$ cat src/rtl/sample_packer_if.sv
// sample_packer_if: record input strobe and byte-serial sample handshake bundle
interface sample_packer_if #(parameter int REC_BYTES = 6);
  logic [8*REC_BYTES-1:0] rec_data;
  logic                   rec_strobe;
  logic [7:0]             sample;
  logic                   sample_rdy;
  logic                   sample_ack;
  modport master (output rec_data, rec_strobe, sample_ack, input sample, sample_rdy);
  modport slave  (input rec_data, rec_strobe, sample_ack, output sample, sample_rdy);
endinterface

$ cat src/rtl/sample_packer.sv
// sample_packer: buffers timetag records and streams them MSB-byte-first to the FX2 sample port
module sample_packer #(
  parameter int REC_BYTES = 6,
  parameter int DEPTH     = 4,
  parameter int AW        = 2
) (
  input  logic             fx2_clk,
  input  logic             reset_n,
  input  logic             enable,
  input  logic             clr_lost,
  sample_packer_if.slave   bus,
  output logic [15:0]      lost_count,
  output logic             overflow
);
  localparam int IW = $clog2(REC_BYTES);
  logic [REC_BYTES-1:0][7:0] mem_q [DEPTH];
  logic [REC_BYTES-1:0][7:0] mem_d [DEPTH];
  logic [AW:0]   count_q, count_d;
  logic [AW-1:0] wr_q, wr_d, rd_q, rd_d;
  logic [IW-1:0] idx_q, idx_d, sel;
  logic [15:0]   lost_q, lost_d;
  logic          ovf_q, ovf_d;
  logic          acc, pop, full, push, drop;
  assign bus.sample_rdy = count_q != '0;
  assign sel            = IW'(REC_BYTES - 1) - idx_q;
  assign bus.sample     = bus.sample_rdy ? mem_q[rd_q][sel] : 8'h00;
  assign lost_count     = lost_q;
  assign overflow       = ovf_q;
  // handshake decode, FIFO bookkeeping and drop accounting
  always_comb begin
    acc     = bus.sample_ack & bus.sample_rdy;
    pop     = acc & (idx_q == IW'(REC_BYTES - 1));
    full    = count_q == (AW+1)'(DEPTH);
    push    = bus.rec_strobe & enable & (~full | pop);
    drop    = bus.rec_strobe & enable & full & ~pop;
    idx_d   = pop ? '0 : idx_q + IW'(acc);
    rd_d    = rd_q + AW'(pop);
    wr_d    = wr_q + AW'(push);
    count_d = count_q + (AW+1)'(push) - (AW+1)'(pop);
    lost_d  = clr_lost ? 16'(drop) : lost_q + 16'(drop && lost_q != 16'hFFFF);
    ovf_d   = drop | (ovf_q & ~clr_lost);
    mem_d   = mem_q;
    if (push) mem_d[wr_q] = bus.rec_data;
  end
  // state registers, asynchronously cleared
  always_ff @(posedge fx2_clk or negedge reset_n)
    if (!reset_n) begin
      for (int i = 0; i < DEPTH; i++) mem_q[i] <= '0;
      count_q <= '0;
      wr_q    <= '0;
      rd_q    <= '0;
      idx_q   <= '0;
      lost_q  <= '0;
      ovf_q   <= 1'b0;
    end else begin
      mem_q   <= mem_d;
      count_q <= count_d;
      wr_q    <= wr_d;
      rd_q    <= rd_d;
      idx_q   <= idx_d;
      lost_q  <= lost_d;
      ovf_q   <= ovf_d;
    end
endmodule
$ cat src/flat_wrapper.sv
// flat-port wrapper written by rule: the top's interface ports become plain ports
module sample_packer_flat 
#(
  parameter int REC_BYTES = 6,
  parameter int DEPTH     = 4,
  parameter int AW        = 2
)
  (fx2_clk, reset_n, enable, clr_lost, lost_count, overflow, bus_rec_data, bus_rec_strobe, bus_sample_ack, bus_sample, bus_sample_rdy);
  sample_packer_if #(.REC_BYTES(REC_BYTES)) bus_i ();
  input  logic fx2_clk;
  input  logic reset_n;
  input  logic enable;
  input  logic clr_lost;
  output logic [15:0] lost_count;
  output logic overflow;
  input wire logic [$bits(bus_i.rec_data)-1:0] bus_rec_data;
  input wire logic [$bits(bus_i.rec_strobe)-1:0] bus_rec_strobe;
  input wire logic [$bits(bus_i.sample_ack)-1:0] bus_sample_ack;
  output wire logic [$bits(bus_i.sample)-1:0] bus_sample;
  output wire logic [$bits(bus_i.sample_rdy)-1:0] bus_sample_rdy;
  assign bus_i.rec_data = bus_rec_data;
  assign bus_i.rec_strobe = bus_rec_strobe;
  assign bus_i.sample_ack = bus_sample_ack;
  assign bus_sample = bus_i.sample;
  assign bus_sample_rdy = bus_i.sample_rdy;
  sample_packer #(.REC_BYTES(REC_BYTES), .DEPTH(DEPTH), .AW(AW)) u_core (.fx2_clk(fx2_clk), .reset_n(reset_n), .enable(enable), .clr_lost(clr_lost), .bus(bus_i), .lost_count(lost_count), .overflow(overflow));
endmodule
$ cat config.mk
export PLATFORM = sky130hd
export DESIGN_NAME = sample_packer_flat
export DESIGN_NICKNAME = d
export VERILOG_FILES = /design/src/rtl/sample_packer_if.sv /design/src/rtl/sample_packer.sv /design/src/flat_wrapper.sv
export SDC_FILE = /design/constraint.sdc
export NUM_CORES = 1
export LEC_CHECK = 0
export ABC_AREA = 1
export CORE_ASPECT_RATIO = 1.75
export CORE_UTILIZATION = 53
export DETAILED_ROUTE_END_ITERATION = 10
export GPL_TIMING_DRIVEN = 0
export PLACE_DENSITY = 0.77
export SLEW_MARGIN = 20
export SYNTH_ARGS = -nofsm -noshare
export SYNTH_HDL_FRONTEND = slang
export SYNTH_SLANG_ARGS = --single-unit
$ cat constraint.sdc
create_clock -name fx2_clk -period 2.5 [get_ports fx2_clk]
set_input_delay 0.5 -clock fx2_clk [delete_from_list [all_inputs] [get_ports fx2_clk]]
set_output_delay 0.5 -clock fx2_clk [all_outputs]
set_load 0.01 [all_outputs]
Word level (Yosys, flattened, before mapping)
Index checks and enable logic that the tools add are counted.
Widths: inputs -> output; s select.
{ "totals": {"ff_bits": 219, "latchBits": 0, "ram_bits": 0, "rom_bits": 0, "output_inout_bits": 26, "word_cells": 72, "memories": 0} }
{ "op_classes": {"n_addsub": 7, "mul": 0, "n_div": 0, "n_lt_le_gt_ge": 4, "n_eq_ne": 3, "shifts": 0, "mux": 11, "bitwise_logic": 14, "reduce_logical": 3} }
{ "op_table": {"columns": ["operator", "n"], "rows": [
  ["$bwmux 192", 1],
  ["$mux 48", 3],
  ["$bmux 48 s2", 1],
  ["$demux 48 s2", 1],
  ["$bmux 8 s3", 1],
  ["$add 16x1->16", 1],
  ["$mux 16", 1],
  ["$mux 8", 2],
  ["$ne 16x16->1 const B", 1],
  ["$and 1x1->1", 7],
  ["$add 3x1->3", 2],
  ["$eq 3x3->1 const B", 2],
  ["$ge 3x3->1 const B", 2],
  ["$not 2->3", 2],
  ["$add 2x1->2", 2],
  ["$lt 3x4->1 const B", 1],
  ["$lt 3x1->1 const B", 1],
  ["$mux 3", 1],
  ["$not 1->1", 3],
  ["$reduce_bool 3->1", 1],
  ["$sub 3x1->3", 1],
  ["$sub 3x3->3 const A", 1],
  ["$logic_and 1x1->1", 2],
  ["$or 1x1->1", 2]
]} }

Longest topological paths before layout
{ "logic_depth": {"word_depth": 8, "depth_mapped": 16, "ltp_nobuf": 15} }

Worst setup path before layout
No wires, ideal clock.
{ "synth_path": {"path_kind": "register to register", "startpoint": "register u_core.idx_q[1]", "endpoint": "register u_core.lost_q[12] (netlist: u_core.lost_count[12])", "setup_ns": 0.119, "arrival_time_ns": 2.585, "required_time_ns": 2.381, "slack_ns": -0.204, "path_stages_with_launch": 16, "path_buffers": 1, "period_less_slack_ns": 2.704, "path_cell_list": "dfrtp_1 -> clkbuf_1 -> clkinv_1 -> ha_1 -> nand4_4 -> nand4_2 -> inv_1 -> nand2_1 -> a21oi_1 -> ha_1 -> nand2_1 -> nor2_1 -> nand2_1 -> nor2_1 -> a21oi_1 -> o21a_1"} }
{ "synth_between": {"elab_chain_len": 7} }
{ "synth_lines": {"columns": ["element", "line", "rtl"], "rows": [
  ["start: declaration", "sample_packer.sv:20", "logic [IW-1:0] idx_q, idx_d, sel;"],
  ["start signal: assignment", "sample_packer.sv:60", "idx_q <= idx_d;"],
  ["$eq 3x3->1", "sample_packer.sv:32", "pop = acc & (idx_q == IW'(REC_BYTES - 1));"],
  ["$and 1x1->1", "sample_packer.sv:32", null],
  ["$not 1->1", "sample_packer.sv:35", "drop = bus.rec_strobe & enable & full & ~pop;"],
  ["$and 1x1->1", "sample_packer.sv:35", null],
  ["$logic_and 1x1->1", "sample_packer.sv:40", "lost_d = clr_lost ? 16'(drop) : lost_q + 16'(drop && lost_q != 16'hFFFF);"],
  ["$add 16x1->16", "sample_packer.sv:40", null],
  ["$mux 16", "sample_packer.sv:40", null],
  ["named net u_core.lost_d[12]", "sample_packer.sv:21", "logic [15:0] lost_q, lost_d;"],
  ["end signal: assignment", "sample_packer.sv:61", "lost_q <= lost_d;"],
  ["end: declaration", "sample_packer.sv:21", null]
]} }
The timed path passes the listed nets, and every way through them passes these cells.
A chain may end at the register's enable or synchronous reset.

Worst setup path in the final report
{ "layout_path": {"startpoint": "register u_core.rd_q[0]", "endpoint": "output bus_sample[5]"} }
{ "layout_between": {"elab_chain_len": 7} }
{ "layout_lines": {"columns": ["element", "line", "rtl"], "rows": [
  ["start: declaration", "sample_packer.sv:19", "logic [AW-1:0] wr_q, wr_d, rd_q, rd_d;"],
  ["start signal: assignment", "sample_packer.sv:59", "rd_q <= rd_d;"],
  ["$not 2->3 (implied by the code)", "sample_packer.sv:26", "assign bus.sample = bus.sample_rdy ? mem_q[rd_q][sel] : 8'h00;"],
  ["$bmux 48 s2", "sample_packer.sv:26", null],
  ["$mux 48 (implied by the code) (2 in series)", "sample_packer.sv:26", null],
  ["$bmux 8 s3", "sample_packer.sv:26", null],
  ["$mux 8 (implied by the code)", "sample_packer.sv:26", null],
  ["$mux 8", "sample_packer.sv:26", null],
  ["end: declaration", "flat_wrapper.sv:19", "output wire logic [$bits(bus_i.sample)-1:0] bus_sample;"]
]} }
Every way passes these cells. The select of a mux whose other input is x is not followed.

==> impl_metrics.yaml <==
status:
  status: "finished, violations left"
  violations: "design-rule violations, negative setup slack"
timing:
  holdWs_ns: 0.359
  tightest_slew_ns: 0.652
  finalMaxSlewViolations: 0
  post-route-min-period_ns: 2.78
  rsz0062_at_grt: "true"
  slew_headroom_pct: 56.2
  skew_ns: 0.00762
  fin_ws_ns: -0.281
  fin_crit_sh_pct: 111
  fmax_mhz: 360
  tns_ns: -2.06
  setup_viol: 8
  hold_violations: 0
run:
  drv_cap: 0
detailed_routing:
  wl_um: 32700
  wl_per_cell_um: 19.0
  ant_nets: 0
  drt_iter0_drc: 870
  first_pass_iters: 11
  route.detailed.drc: 1
  viasPerCell: 5.67
  vias: 9790
cells_and_area:
  nets: 1533
  n_antenna_cell: 0
  post_route_cells_drive_above_1_share_pct: 14.0
  instances_no_fill: 1727
  nFillCells: 1573
  syn_to_final_growth_pct: 24.4
synthesis:
  syn_area_sq_um: 10600
  synth.most_common_cell: "nand2_1"
  synth_top_cell_area_share_pct: 51.7
  synth_seq_cells: 219
  yosysSeqAreaShare_pct: 51.7
  async_flop_share_pct: 100
  post_synth_most_frequent_cells: "390 x nand2_1, 219 x dfrtp_1, 208 x o21ai_0"
  synth-main-ff-cell: "dfrtp_1"
  synthCells: 1341
  synth_edf_count: 0
  synth_nets: 1405
  ys_warn_count: 0
  ys_types: 27
  synth_area_leaders: "dfrtp_1 52%, nand2_1 14%, o21ai_0 9.8%"
  synth_top_cell_by_area: "dfrtp_1"
  synth.avg_cell_area_sq_um: 7.91
floorplan:
  dieArea_sq_um: 20600
  io_pins: 80
  rows: 68
  dieHeight_um: 189
  core_sq_um: 19700
  start_util_pct: 53.9
  die_w_um: 109
clock_network:
  clock-sinks: 219
  cts_tree: "done"
  cts_buffer_depth: 3
  clk_pin_slew_ns: 0.06
  root_buffer: "clkbuf_16"
  cts_max_level: 1
  clk_latency_ns: 0.50
  cts_buffers: 21
worst_setup_path:
  path_buf_inv: 5
  critPathLaunchType: "register"
  critPathKind: "register to output port"
  end_kind: "output port"
  max_stage_delay_ns: 0.37
  crit_chain: "buf_6 -> clkinv_8 -> buf_12 -> buf_8 -> nand2_1 -> nand3_2 -> nand3_2 -> nand3_2 -> nand2_2 -> nand2_2 -> a21oi_2 -> buf_2"
  path_max_fanout: 7
  critPathRequiredTime_ns: 2.00
  rr_worst_depth: 15
  crit_top_cell: "nand3_2"
  r2r_setup_slack_ns: 0.14
  slowest_stage: "dfrtp_1"
  arrival_ns: 2.28
  r2r_end: "u_core.lost_count[12]$_DFF_PN0_"
  crit_family: "buffers and inverters"
  r2r-start: "u_core.idx_q[1]$_DFF_PN0_"
placement:
  placedCellCount: 1666
  routabilityCongestion: 0.897
  hpwlAfterDp_um: 21300
  port_buffers: 78
power:
  leakage_nw: 6.61
  powerDensity_nw_per_um2: 1330
  p_total_w: 0.0176
  ir_worst_vdd_uv: 781
global_route:
  antenna_found_initial: 0
  grt_use_total_pct: 33.2
  grt-ovfl-total: 0
  grt_pass1_wl_um: 51800
  grt_pass1_vias: 9893
  grt_max_degree: 103
min_path:
  hold_path.class: "input pin to register"
  whs_endpoint: "u_core.lost_count[15]$_DFF_PN0_"
  worstHoldStart: "clr_lost"
  holdPathStages: 2
## logic make-up (layout without fill, tap and decap cells)
kind of cell / Yosys count / in the layout / share of synthesized area [%]
compound gates: 269 / 269 / 13.2
xor+xnor: 6 / 6 / 0.496
fa+ha+maj: 10 / 10 / 1.25
buf+inv: 254 / 395 / 10.7
flops: 219 / 219 / 51.7
simple gates: 583 / 583 / 22.7
## registers in the layout, summed over array words and instances, names as in the netlist
signal	count
u_core.count_q	3
u_core.idx_q	3
u_core.lost_count	16
u_core.mem_q	192
u_core.overflow	1
u_core.rd_q	2
u_core.wr_q	2
## power breakdown
part | total, W | internal, W | switching, W
sequential | 0.00592 | 0.00506 | 0.000862
combinational | 0.00853 | 0.00333 | 0.00520
clock | 0.00316 | 0.00179 | 0.00137
total | 0.0176 | 0.0102 | 0.00743
## per-stage QoR
| stage | setup slack, ns | cell area, sq um | util, % |
|---|---|---|---|
| after floorplan | 0.0360 | 10600 | - |
| after global placement | -8.11 | 11700 | 59.5 |
| after detailed placement | -1.03 | 11800 | 59.8 |
| after CTS | -0.175 | 13000 | 66.2 |
| after global routing | -0.347 | 13200 | 67.1 |
| final | -0.281 | 13200 | 67.1 |
## cell type report
cell class	count	area, sq um	share of cell area [%]
clock inverters	6	55.1	0.417
well taps	245	307	2.32
inverters	175	691	5.24
repair buffers	105	1030	7.84
flip-flops and latches	219	5480	41.5
plain buffers	79	713	5.41
clock buffers	30	609	4.62
multi-input cells	868	4300	32.6
## layer usage
metal,GRT usage [%],vias up,share of wire [%]
li1,-,4491,-
met5,0,-,0
met2,55.6,513,51
met1,38.5,4641,36
met4,22.7,0,6.2
met3,4.99,145,7.6
## repair_timing
| action | 4_1_cts | 5_1_grt |
|---|---|---|
| hold buffers | 1 | 0 |
| setup endpoints to repair | 75 | 17 |
| setup buffers | 16 | 7 |
| pin swaps | 24 | 24 |
| hold endpoints to repair | 53 | 0 |
| gates cloned | 2 | 0 |
| gates resized for setup | 161 | 48 |
## layout by cell type (no fill, tap or decap), types with 5 or more instances in the layout
| cell type | n |
|---|---|
| nand2_2 | 13 |
| nand2_1 | 376 |
| nor3_1 | 8 |
| nor2_1 | 62 |
| o211ai_1 | 16 |
| clkdlybuf4s50_1 | 69 |
| a21oi_1 | 10 |
| clkbuf_1 | 22 |
| nand3_1 | 74 |
| buf_2 | 14 |
| dfrtp_1 | 219 |
| a21oi_2 | 9 |
| inv_1 | 168 |
| buf_4 | 27 |
| o21ai_1 | 25 |
| buf_6 | 29 |
| buf_8 | 8 |
| clkinv_2 | 5 |
| nand3_2 | 38 |
| clkbuf_16 | 21 |
| o21ai_0 | 205 |
| ha_1 | 7 |
| clkbuf_8 | 9 |
## worst max path at each step
| stage | start | endpoint | slack (ns) | cells after the start |
|---|---|---|---|---|
| after detailed placement | u_core.idx_q[1]$_DFF_PN0_ | bus_sample[1] | -1.03 | 8 |
| after CTS | u_core.rd_q[0]$_DFF_PN0_ | bus_sample[2] | -0.18 | 10 |
| after global placement | reset_n | u_core.lost_count[3]$_DFF_PN0_ | -8.11 | 1 |
| after global routing | u_core.rd_q[0]$_DFF_PN0_ | bus_sample[2] | -0.35 | 10 |
| final | u_core.rd_q[0]$_DFF_PN0_ | bus_sample[5] | -0.28 | 12 |
| after floorplan | u_core.idx_q[1]$_DFF_PN0_ | u_core.lost_count[12]$_DFF_PN0_ | 0.04 | 15 |
No activity file was read; power rests on OpenSTA's default activity.
